[config.mk]
export PLATFORM = sky130hd
export DESIGN_NAME = wb_mem_stage
export DESIGN_NICKNAME = d
export VERILOG_FILES = /design/src/rtl/wb_mem_stage.sv
export SDC_FILE = /design/constraint.sdc
export NUM_CORES = 1
export LEC_CHECK = 0
export ABC_AREA = 1
export ABC_CLOCK_PERIOD_IN_PS = 2000
export CORE_AREA = 2 2 174 176
export CTS_CLUSTER_SIZE = 30
export DETAILED_ROUTE_END_ITERATION = 8
export DIE_AREA = 0 0 176 178
export PLACE_DENSITY = 0.58
export SLEW_MARGIN = 10
export SYNTH_ARGS = -nofsm -noshare
export SYNTH_HDL_FRONTEND = slang
export SYNTH_SLANG_ARGS = --single-unit
[constraint.sdc]
create_clock -name clk -period 2 [get_ports clk]
set_input_delay 0.6 -clock clk [delete_from_list [all_inputs] [get_ports clk]]
set_output_delay 0.6 -clock clk [all_outputs]
set_load 0.005 [all_outputs]
[src/rtl/wb_mem_stage.sv]
// Write-back / memory stage: owns r2..r7 and the PC, commits execute results
// and performs RAM accesses over a req/ack handshake with a wait timeout.
module wb_mem_stage #(
    parameter logic [15:0] RESET_PC    = 16'h0000,
    parameter int unsigned ACK_TIMEOUT = 255
) (
    input  logic        clk,
    input  logic        rst_n,
    input  logic        in_valid,
    output logic        in_ready,
    input  logic [15:0] res,
    input  logic        res_from_ram,
    input  logic [2:0]  res_target,
    input  logic [15:0] ram_addr,
    input  logic        ram_op,
    input  logic [15:0] ram_write,
    input  logic [3:0]  ram_mode,
    output logic        mem_req,
    output logic        mem_we,
    output logic [15:0] mem_addr,
    output logic [15:0] mem_wdata,
    output logic [3:0]  mem_mode,
    input  logic        mem_ack,
    input  logic [15:0] mem_rdata,
    output logic [95:0] reg_file,
    output logic [15:0] pc,
    output logic        fault
);

    localparam int unsigned DW       = 16;
    localparam int unsigned NREG     = 6;
    localparam logic [DW-1:0] TO_LIMIT = DW'(ACK_TIMEOUT);
    localparam bit          TO_EN    = (ACK_TIMEOUT != 0);

    typedef enum logic [1:0] {S_IDLE, S_MEM, S_FAULT} state_t;

    state_t                   state;
    logic [NREG-1:0][DW-1:0]  gpr;
    logic [2:0]               dest_q;
    logic [DW-1:0]            wait_cnt;

    logic          accept_c;
    logic          ack_c;
    logic          timeout_c;
    logic          commit_en_c;
    logic [2:0]    commit_tgt_c;
    logic [DW-1:0] commit_val_c;

    assign reg_file  = gpr;
    assign accept_c  = in_valid && in_ready && (state == S_IDLE);
    assign ack_c     = (state == S_MEM) && mem_req && mem_ack;
    // An ack on the expiry edge takes priority over the timeout.
    assign timeout_c = TO_EN && (state == S_MEM) && !mem_ack
                       && ((wait_cnt + DW'(1)) == TO_LIMIT);

    // Select what gets committed this edge: a direct ALU result or load data.
    always_comb begin
        commit_en_c  = 1'b0;
        commit_tgt_c = res_target;
        commit_val_c = res;
        if (accept_c && !res_from_ram) begin
            commit_en_c = 1'b1;
        end else if (ack_c) begin
            commit_en_c  = 1'b1;
            commit_tgt_c = mem_we ? 3'd0 : dest_q;
            commit_val_c = mem_rdata;
        end
    end

    always_ff @(posedge clk or negedge rst_n) begin
        if (!rst_n) begin
            state     <= S_IDLE;
            in_ready  <= 1'b0;
            gpr       <= '0;
            pc        <= RESET_PC;
            mem_req   <= 1'b0;
            mem_we    <= 1'b0;
            mem_addr  <= '0;
            mem_wdata <= '0;
            mem_mode  <= '0;
            dest_q    <= '0;
            wait_cnt  <= '0;
            fault     <= 1'b0;
        end else begin
            if (commit_en_c) begin
                if (commit_tgt_c == 3'd1) begin
                    pc <= commit_val_c;
                end else begin
                    pc <= pc + DW'(1);
                    for (int i = 0; i < NREG; i++) begin
                        if (commit_tgt_c == 3'(i + 2)) gpr[i] <= commit_val_c;
                    end
                end
            end

            case (state)
                S_IDLE: begin
                    in_ready <= 1'b1;
                    if (accept_c && res_from_ram) begin
                        mem_addr  <= ram_addr;
                        mem_wdata <= ram_write;
                        mem_we    <= ram_op;
                        mem_mode  <= ram_mode;
                        dest_q    <= res_target;
                        mem_req   <= 1'b1;
                        wait_cnt  <= '0;
                        in_ready  <= 1'b0;
                        state     <= S_MEM;
                    end
                end
                S_MEM: begin
                    if (mem_ack) begin
                        mem_req  <= 1'b0;
                        mem_we   <= 1'b0;
                        in_ready <= 1'b1;
                        state    <= S_IDLE;
                    end else if (timeout_c) begin
                        fault   <= 1'b1;
                        mem_req <= 1'b0;
                        state   <= S_FAULT;
                    end else begin
                        wait_cnt <= wait_cnt + DW'(1);
                    end
                end
                S_FAULT: begin
                    in_ready <= 1'b0;
                    mem_req  <= 1'b0;
                end
                default: state <= S_IDLE;
            endcase
        end
    end

endmodule

==> metrics.cfg <==
[sta]
timing.final.crit_share=1.10
slew_viol_final=0
worst_slack_ns=-0.209
hold_violations=0
worst_slew_pin_slew_ns=0.440
fin_tns_setup_ns=-17.31
fin_worst_skew_ns=0.0113
rsz0062_at_grt=true
maxSlewHeadroom=0.707
finalSetupViolations=128
fmax_mhz=453
finalWorstPathRequiredPeriod_ns=2.21

[drt]
antenna_left=0
wl_um=28700
vias=7665
route.detailed.drc=0
firstDrtPassIters=5
drtIter0Drc=512
wl_per_cell_um=17.1
viasPerCell=4.56

[synthesis]
synthTopCellsByArea=dfrtp_1, nand2_1, o21ai_0, inv_1, o21ai_1
synth-main-ff-cell=dfrtp_1
syn_inst=921
synth_top_area_share=0.551
yosys_register_bits=173
yosysSeqAreaShare=0.551
syn_area_sq_mm=0.00786
synth_top_area_cell=dfrtp_1
ys_warn_count=0
avgSynthCellArea_sq_um=8.54
synth.net_count=1005
async_flop_share=1.00
synth_edf_count=0
synth_cell_type_count=37

[pwr]
p_per_area_mw_per_mm2=1340
p_leak_nw=6.56
ir_worst_vdd_v=0.000619
total_power_mw=18.5

[placement]
dp_hpwl_um=19000
gp_congestion=0.796
numPlacedInstances=1585
port-buffer-count=228

[cells_and_area]
syn_to_final_growth_pct=75.6
drive_gt1_frac=0.321
layout_common_cells=nand2_1, clkdlybuf4s50_1, dfrtp_1, buf_4, o21ai_1
seq_area_sq_mm=0.00435
fin_nets=1362
final_util=0.470
fillerInstances=2726
finalNonFillerCells=1682
multiInputGateArea_sq_mm=0.00392
final_common_cell=nand2_1

[cts]
clockRootBuffer=clkbuf_16
cts_tree=done
clk_path_buf_depth=2
cts_sinks=173
htreeDepth=4
clk_pin_slew_ns=0.08
holdBufCountCts=0
clock_latency_ns=0.44
cts_buffers=17

[status]
violations=setup timing
outcome=finished with violations

[floorplan]
num_rows=63
die_area_sq_mm=0.0313
die_y_um=178
pin_count=229
start_util=0.267
core_area_sq_mm=0.0294
fp.dieW_um=176

[grt]
grt_usage=0.177
grt-ovfl-total=0
grt_pass1_vias=7525
antenna_found_initial=2
grt_pass1_wl_um=42700
grt_max_degree=46

[worst_setup_path]
startpoint_type=flop
worstPathMaxFanout=8
crit_arrival_ns=2.53
crit_required_ns=2.32
end_kind=flop
setup.worst_path.class=reg2reg

[hold_path]
hold_path_class=in2async

[run]
timing.max_cap.violations=0

worst paths after layout:
check,depth (start not counted),slack (ns),startpoint,end
worst min-delay path,1,0.05,rst_n,reg_file[10]
min in group clk,2,0.46,fault,fault
worst max-delay path,16,-0.21,state[1],reg_file[82]
max in group asynchronous,2,1.35,rst_n,reg_file[26]
worst max register to register,16,-0.21,state[1],reg_file[82]
worst min register to register,2,0.46,fault,fault
per-stage QoR:
step	worst slack, ns	cell area [sq um]	hold WS (ns)
floorplan	-0.126	7980	0.304
global placement	-0.939	11400	0.454
detailed placement	-0.941	11400	0.453
CTS	-0.160	12900	0.0499
global route	-0.316	13800	0.0503
finish	-0.209	13800	0.0513
state kept, by name (all words and copies together) (netlist names), 2 cells and up:
register and flops:
reg_file 96, mem_addr 16, pc 16, mem_mode 4
dest_q 3, wait_cnt 16, state 2, mem_wdata 16
critical path, cell delays in order, from the launching register on:
cell,delay [ns]
dfrtp_1,0.39
inv_2,0.11
ha_4,0.16
nand2_4,0.05
inv_4,0.06
nand2_4,0.04
nor2_4,0.17
buf_12,0.15
nand3_4,0.07
o21ai_4,0.10
inv_2,0.09
nor2_4,0.15
buf_6,0.12
nand3_4,0.13
clkbuf_16,0.21
nand2_2,0.05
o21ai_1,0.05
routing by layer:
metal | track usage | up-vias | share of wire | wire length [um]
li1 | - | 3674 | - | -
met1 | 0.229 | 3704 | 0.44 | 12500
met2 | 0.296 | 263 | 0.48 | 13800
met3 | 0.0471 | 24 | 0.067 | 1940
met4 | 0.0444 | 0 | 0.016 | 452
met5 | 0 | - | 0 | 0
timing repair:
item | 4_1_cts | 5_1_grt
setup endpoints to repair | 151 | 151
buffers inserted | 39 | 15
pin swaps | 16 | 49
resized for setup | 138 | 229
gates cloned | 8 | 7
cell usage after synthesis, drive strengths merged, types with 2 or more instances:
cell	number
clkbuf	16
nand2	336
nor2	37
or2	19
buf	23
nor3	6
nand4	10
nor4	2
a31oi	2
inv	74
dfrtp	173
xnor2	3
nand3	34
a21oi	7
o21a	6
o211ai	3
o21ai	148
ha	7
xor2	10
layout make-up:
class / count / area share
Antenna cell: 1 / 0.000181
Clock buffer: 17 / 0.0308
Clock inverter: 15 / 0.0156
Inverter: 75 / 0.0213
Multi-Input combinational cell: 634 / 0.284
Sequential cell: 173 / 0.315
Tap cell: 390 / 0.0353
Timing Repair Buffer: 377 / 0.298
cells by family (layout without fill, tap and decap cells):
kind of cell / Yosys count / after routing / synth area share
AO/OA/AOI/OAI: 168 / 168 / 0.116
XOR/XNOR: 13 / 13 / 0.0145
adder cells (fa/ha/maj): 7 / 7 / 0.0111
buffers and inverters: 114 / 484 / 0.0675
flip-flops: 173 / 173 / 0.551
other: 0 / 1 / 0
AND/OR/NAND/NOR: 446 / 446 / 0.240
power breakdown:
part	leakage (nW)	internal (mW)	total (mW)	switching, mW
sequential	2.17	4.97	6.04	1.07
clock	0.310	1.84	3.60	1.76
combinational	4.08	5.03	8.85	3.82
total	6.56	11.8	18.5	6.64
Power figures use the tool's default switching activity.
